`src/rtl/anc_sample_sched.sv`:
```
// Sample scheduler for anc_top: buffers ADC triplets in a small FIFO and issues
// them one at a time, waiting for out_valid or a watchdog before the next one.
module anc_sample_sched #(
  parameter int DEPTH   = 4,
  parameter int AW      = 2,
  parameter int TIMEOUT = 1023
) (
  input  logic              clk,
  input  logic              rst_n,
  input  logic              init_done,
  input  logic              adc_strobe,
  input  logic [15:0]       e_adc,
  input  logic [15:0]       x_adc,
  input  logic [15:0]       a_adc,
  input  logic              controller_ready,
  input  logic              out_valid,
  input  logic              clr_err,
  output logic              in_valid,
  output logic [15:0]       e_out,
  output logic [15:0]       x_out,
  output logic [15:0]       a_out,
  output logic              busy,
  output logic [AW:0]       fifo_level,
  output logic [7:0]        overrun_cnt,
  output logic              timeout_err
);

  // Handshake: in_valid is a one-cycle pulse carrying e/x/a; anc_top ends the
  // pass with a one-cycle out_valid, which is honoured only in WAIT.

  // Sized so the counter can hold TIMEOUT+1 on the exit edge without wrapping.
  localparam int WDW = $clog2(TIMEOUT + 2);
  localparam logic [WDW-1:0] TO_W  = WDW'(TIMEOUT);
  localparam logic [AW:0]    FULL  = (AW + 1)'(DEPTH);

  typedef enum logic [1:0] {
    S_IDLE  = 2'd0,
    S_ISSUE = 2'd1,
    S_WAIT  = 2'd2
  } state_t;

  state_t         state;
  state_t         state_nxt;
  logic [47:0]    mem [DEPTH];
  logic [AW-1:0]  wr_ptr;
  logic [AW-1:0]  rd_ptr;
  logic [AW:0]    level;
  logic [WDW-1:0] wd_cnt;
  logic           pop;
  logic           push;
  logic           overrun;
  logic           wd_fire;

  always_comb begin
    state_nxt = state;
    pop       = 1'b0;
    wd_fire   = 1'b0;
    if (!init_done) begin
      state_nxt = S_IDLE;
    end else begin
      case (state)
        S_IDLE: begin
          if ((level != '0) && controller_ready) begin
            state_nxt = S_ISSUE;
            pop       = 1'b1;
          end
        end
        S_ISSUE: state_nxt = S_WAIT;
        S_WAIT: begin
          // out_valid wins a tie with the watchdog
          if (out_valid) begin
            state_nxt = S_IDLE;
          end else if (wd_cnt == TO_W) begin
            state_nxt = S_IDLE;
            wd_fire   = 1'b1;
          end
        end
        default: state_nxt = S_IDLE;
      endcase
    end
  end

  assign push    = init_done && adc_strobe && ((level != FULL) || pop);
  assign overrun = init_done && adc_strobe && !push;

  always_ff @(posedge clk or negedge rst_n) begin
    if (!rst_n) begin
      state <= S_IDLE;
      busy  <= 1'b0;
    end else begin
      state <= state_nxt;
      busy  <= (state_nxt != S_IDLE);
    end
  end

  always_ff @(posedge clk or negedge rst_n) begin
    if (!rst_n) begin
      wr_ptr <= '0;
      rd_ptr <= '0;
      level  <= '0;
    end else if (!init_done) begin
      wr_ptr <= '0;
      rd_ptr <= '0;
      level  <= '0;
    end else begin
      if (push) wr_ptr <= wr_ptr + 1'b1;
      if (pop)  rd_ptr <= rd_ptr + 1'b1;
      if (push && !pop)      level <= level + 1'b1;
      else if (pop && !push) level <= level - 1'b1;
    end
  end

  // Storage carries no reset; occupancy alone says what is valid.
  always_ff @(posedge clk) begin
    if (push) mem[wr_ptr] <= {e_adc, x_adc, a_adc};
  end

  always_ff @(posedge clk or negedge rst_n) begin
    if (!rst_n) begin
      in_valid <= 1'b0;
      e_out    <= '0;
      x_out    <= '0;
      a_out    <= '0;
    end else begin
      in_valid <= pop;
      if (pop) {e_out, x_out, a_out} <= mem[rd_ptr];
    end
  end

  always_ff @(posedge clk or negedge rst_n) begin
    if (!rst_n) begin
      wd_cnt <= '0;
    end else if (state == S_ISSUE) begin
      wd_cnt <= '0;
    end else if (state == S_WAIT) begin
      wd_cnt <= wd_cnt + 1'b1;
    end
  end

  // Error bookkeeping survives init_done low; clr_err beats a coincident event.
  always_ff @(posedge clk or negedge rst_n) begin
    if (!rst_n) begin
      overrun_cnt <= '0;
      timeout_err <= 1'b0;
    end else if (clr_err) begin
      overrun_cnt <= '0;
      timeout_err <= 1'b0;
    end else begin
      if (overrun && (overrun_cnt != 8'hFF)) overrun_cnt <= overrun_cnt + 8'd1;
      if (wd_fire) timeout_err <= 1'b1;
    end
  end

  assign fifo_level = level;

endmodule

```
`config.mk`:
```
export PLATFORM = sky130hd
export DESIGN_NAME = anc_sample_sched
export DESIGN_NICKNAME = d
export VERILOG_FILES = /design/src/rtl/anc_sample_sched.sv
export SDC_FILE = /design/constraint.sdc
export NUM_CORES = 1
export LEC_CHECK = 0
export ABC_CLOCK_PERIOD_IN_PS = 3600
export CAP_MARGIN = 30
export CORE_MARGIN = 10
export CORE_UTILIZATION = 35
export CTS_CLUSTER_DIAMETER = 120
export DETAILED_ROUTE_END_ITERATION = 6
export SLEW_MARGIN = 5
export SYNTH_ARGS = -nofsm -noshare
export SYNTH_HDL_FRONTEND = slang
export SYNTH_SLANG_ARGS = --single-unit
```
`constraint.sdc`:
```
create_clock -name clk -period 3.6 [get_ports clk]
set_input_delay 0.72 -clock clk [delete_from_list [all_inputs] [get_ports clk]]
set_output_delay 0.72 -clock clk [all_outputs]
set_load 0.05 [all_outputs]
```
==> out/metrics.yaml <==
power_and_ir_drop:
  power_frac_comb: 0.315
  p_seq_frac: 0.400
  powerDensity_nw_per_um2: 785.0
  p_sw_frac: 0.3309
  p_int_mw: 6.877
  power_switching_mw: 3.401
  power_leakage_nw: 4.558
  clkPwrFrac: 0.284
  ir_drop_mv: 0.5874
synth:
  synth_xor_area_frac: 0.005025
  synth_top_area_share: 0.5513
  ys_seq_elements: 271
  synthAdderAreaFrac: 0.01388
  synth_cell_type_count: 46
  synthCells: 542
  synth_common_cells: "edfxtp_1 (192), dfrtp_1 (79), mux2_2 (50)"
  synthesis.nets: 608
  yosysWarnings: 0
  async_flop_share: 0.2915
  synth_mux_area_frac: 0.1620
  synth_area_um2: 10460
  synth_area_leaders: "edfxtp_1 (55%), dfrtp_1 (19%), mux4_2 (10%)"
  synth_top_flop_cell: "edfxtp_1"
  synth_top_family_by_area: "multiplexers"
  synthSimpleGateAreaFrac: 0.03721
  synth_area_per_cell_um2: 19.29
  synth-compound-area-share: 0.02788
  synthMostInstantiatedCell: "edfxtp_1"
  yosys.area.top_type: "edfxtp_1"
  yosysSeqAreaShare: 0.7404
  synth_edf_count: 192
grt:
  grt_max_degree: 50
  busiest_layer: "met2"
  antenna_found_initial: 0
  met1_usage: 0.1450
  grt_usage: 0.1182
  first_global_vias: 5965
  overflow: 0
  grt_use_met3: 0.03162
  grt_first_pass_wirelength_um: 34180
  met2_usage: 0.2015
floorplan:
  die-area_um2: 37190
  initial_core_util: 0.3538
  pin_count: 117
  num_rows: 63
  die_y_um: 192.9
  dieWidth_um: 192.9
  core_region_area_um2: 29560
routing:
  first_pass_iters: 5
  vias: 5466
  drt-initial-drc-count: 235
  wl_per_cell_um: 20.16
  viasPerCell: 4.996
  drc: 0
  totalWireLength_um: 22050
  drt.antenna.violating_nets: 0
critical_path:
  cp_slowest_cell: "dfrtp_1"
  crit_arrival_ns: 3.05
  worst-setup-path-type: "reg -> reg"
  cp_num_buf_inv: 1
  end_kind: "flop"
  cp-startpoint: "state[0]"
  cpPeakStageDelay_ns: 0.44
  cp_top_family: "compound AO/OA/AOI/OAI gates"
  cp.required_ns: 4.03
  cp-start-kind: "flop"
  path_max_fanout: 7
  r2r-start: "state[0]"
  crit_chain: "inv_1, ha_1, o311a_2, nand2_4, and2_1, fa_1, nor2b_1, nand2_1, a32o_1, o21a_1"
layout:
  fin_cells: 1094
  multi_input_area_um2: 2585
  utilization: 0.4430
  ff_latch_area_um2: 7747
  layout-drive-gt1-share: 0.2358
  fillers: 2572
  diodes: 0
  area_delta_synth_final_pct: 25.21
  design_area_um2: 13090
  layout.nets: 747
cts:
  post_cts_buffers: 0
  numCtsBuffers: 29
  insertion_delay_ns: 0.55
  cts_resized: 0
  root_buffer: "clkbuf_16"
  clk_pin_slew_ns: 0.06
  hold_buffers: 0
  clk_path_buf_depth: 3
  cts_tree: "yes"
  clock_sinks: 271
  cts_htree_levels: 1
placed_design:
  dp.cells: 1040
  place_area_um2: 12150
  dpl.hpwl_um: 13400
  io_buffers: 116
  place_congestion: 0.7896
timing:
  slew_headroom: 0.4760
  post-route-period-util: 0.7269
  fin_crit_ns: 2.617
  worst_pin_slew_ns: 0.7860
  setup_violations: 0
  grt_setup_unrepaired: "no"
  drv_slew: 0
  tns_ns: 0
  finalClockSkew_ns: 0.009993
  fmax_mhz: 382.1
  hold_viol: 0
  hold_slack_ns: 0.2189
outcome:
  status: "complete, no violations"
job:
  drv_cap: 0
worst_hold_path:
  hp-class: "in -> async"
[cell usage in the layout (no fill, tap or decap), types with 3 or more instances in the layout]
| cell | netlist | routed |
|---|---|---|
| edfxtp_1 | 192 | 192 |
| clkdlybuf4s50_1 | 0 | 115 |
| dfrtp_1 | 79 | 77 |
| mux2_2 | 50 | 50 |
| mux4_2 | 48 | 48 |
| clkbuf_16 | 0 | 29 |
| a21oi_1 | 15 | 15 |
| buf_4 | 0 | 14 |
| inv_1 | 13 | 13 |
| nand2_1 | 14 | 13 |
| nor2_1 | 12 | 12 |
| o21ai_0 | 12 | 12 |
| clkbuf_1 | 18 | 12 |
| ha_1 | 10 | 10 |
| nand2b_1 | 5 | 5 |
| nor2b_1 | 5 | 5 |
| mux2i_1 | 5 | 5 |
| nand3_1 | 5 | 5 |
| o31ai_1 | 5 | 5 |
| clkbuf_8 | 0 | 5 |
| and2_2 | 0 | 4 |
| xor2_1 | 4 | 4 |
| nand4_1 | 4 | 4 |
| a31oi_1 | 3 | 3 |
| and3_1 | 3 | 3 |
| or3_1 | 3 | 3 |
[per-stage QoR]
step / worst slack [ns] / power (mW)
6_report: 0.9831 / 10.28
5_1_grt: 0.8206 / 10.76
4_1_cts: 0.9668 / 10.44
3_5_place_dp: 0.5871 / 7.467
3_3_place_gp: 0.6737 / 7.391
2_1_floorplan: 0.6674 / 6.321
[worst register-to-register path, stage by stage, from the launching register on]
cell     delay (ns)
dfrtp_1        0.44
inv_1          0.11
ha_1           0.30
o311a_2        0.32
nand2_4        0.07
and2_1         0.17
fa_1           0.40
nor2b_1        0.19
nand2_1        0.10
a32o_1         0.25
o21a_1         0.17
[cell type report]
class / count / share of cell area
Multi-Input combinational cell: 236 / 0.1974
Timing Repair Buffer: 130 / 0.09747
Tap cell: 390 / 0.03727
Clock buffer: 46 / 0.06412
Sequential cell: 271 / 0.5917
Inverter: 13 / 0.003727
Clock inverter: 8 / 0.008313
[kinds of logic (layout without fill, tap and decap cells)]
kind of cell / Yosys count / in the layout
AO/OA/AOI/OAI: 46 / 46
XOR/XNOR: 6 / 6
adder cells (fa/ha/maj): 11 / 11
buffers and inverters: 35 / 197
flip-flops: 271 / 271
multiplexers: 103 / 103
AND/OR/NAND/NOR: 70 / 70
[sequential cells by signal, summed over array words and instances (netlist names), 2 cells and up]
name	cells
e_out	16
a_out	16
fifo_level	3
x_out	16
wd_cnt	11
mem	192
rd_ptr	2
wr_ptr	2
state	2
overrun_cnt	8
[path summary, 6_finish.rpt]
kind | endpoint | slack (ns) | cells past startpoint
max in group asynchronous | a_out[3] | 2.60 | 2
min in group clk | x_out[1] | 0.50 | 1
hold / removal | overrun_cnt[0] | 0.22 | 1
setup reg to reg | fifo_level[2] | 0.98 | 10
setup / recovery | fifo_level[2] | 0.98 | 10
hold reg to reg | x_out[1] | 0.50 | 1
[power by group through the flow]
stage                     clock (mW)  sequential [mW]  combinational, mW
final                           2.92             4.12               3.24
after global placement             0             4.16               3.24
after global routing            3.13             4.18               3.44
after CTS                       3.01             4.13               3.30
after floorplan                    0             5.10               1.22
after detailed placement           0             4.18               3.28
[routing by layer]
metal | routed length, um | part of all wire
met1 | 9024 | 0.41
met2 | 11060 | 0.50
met3 | 1478 | 0.067
met4 | 492 | 0.022
met5 | 0 | 0
Power figures use the tool's default switching activity.
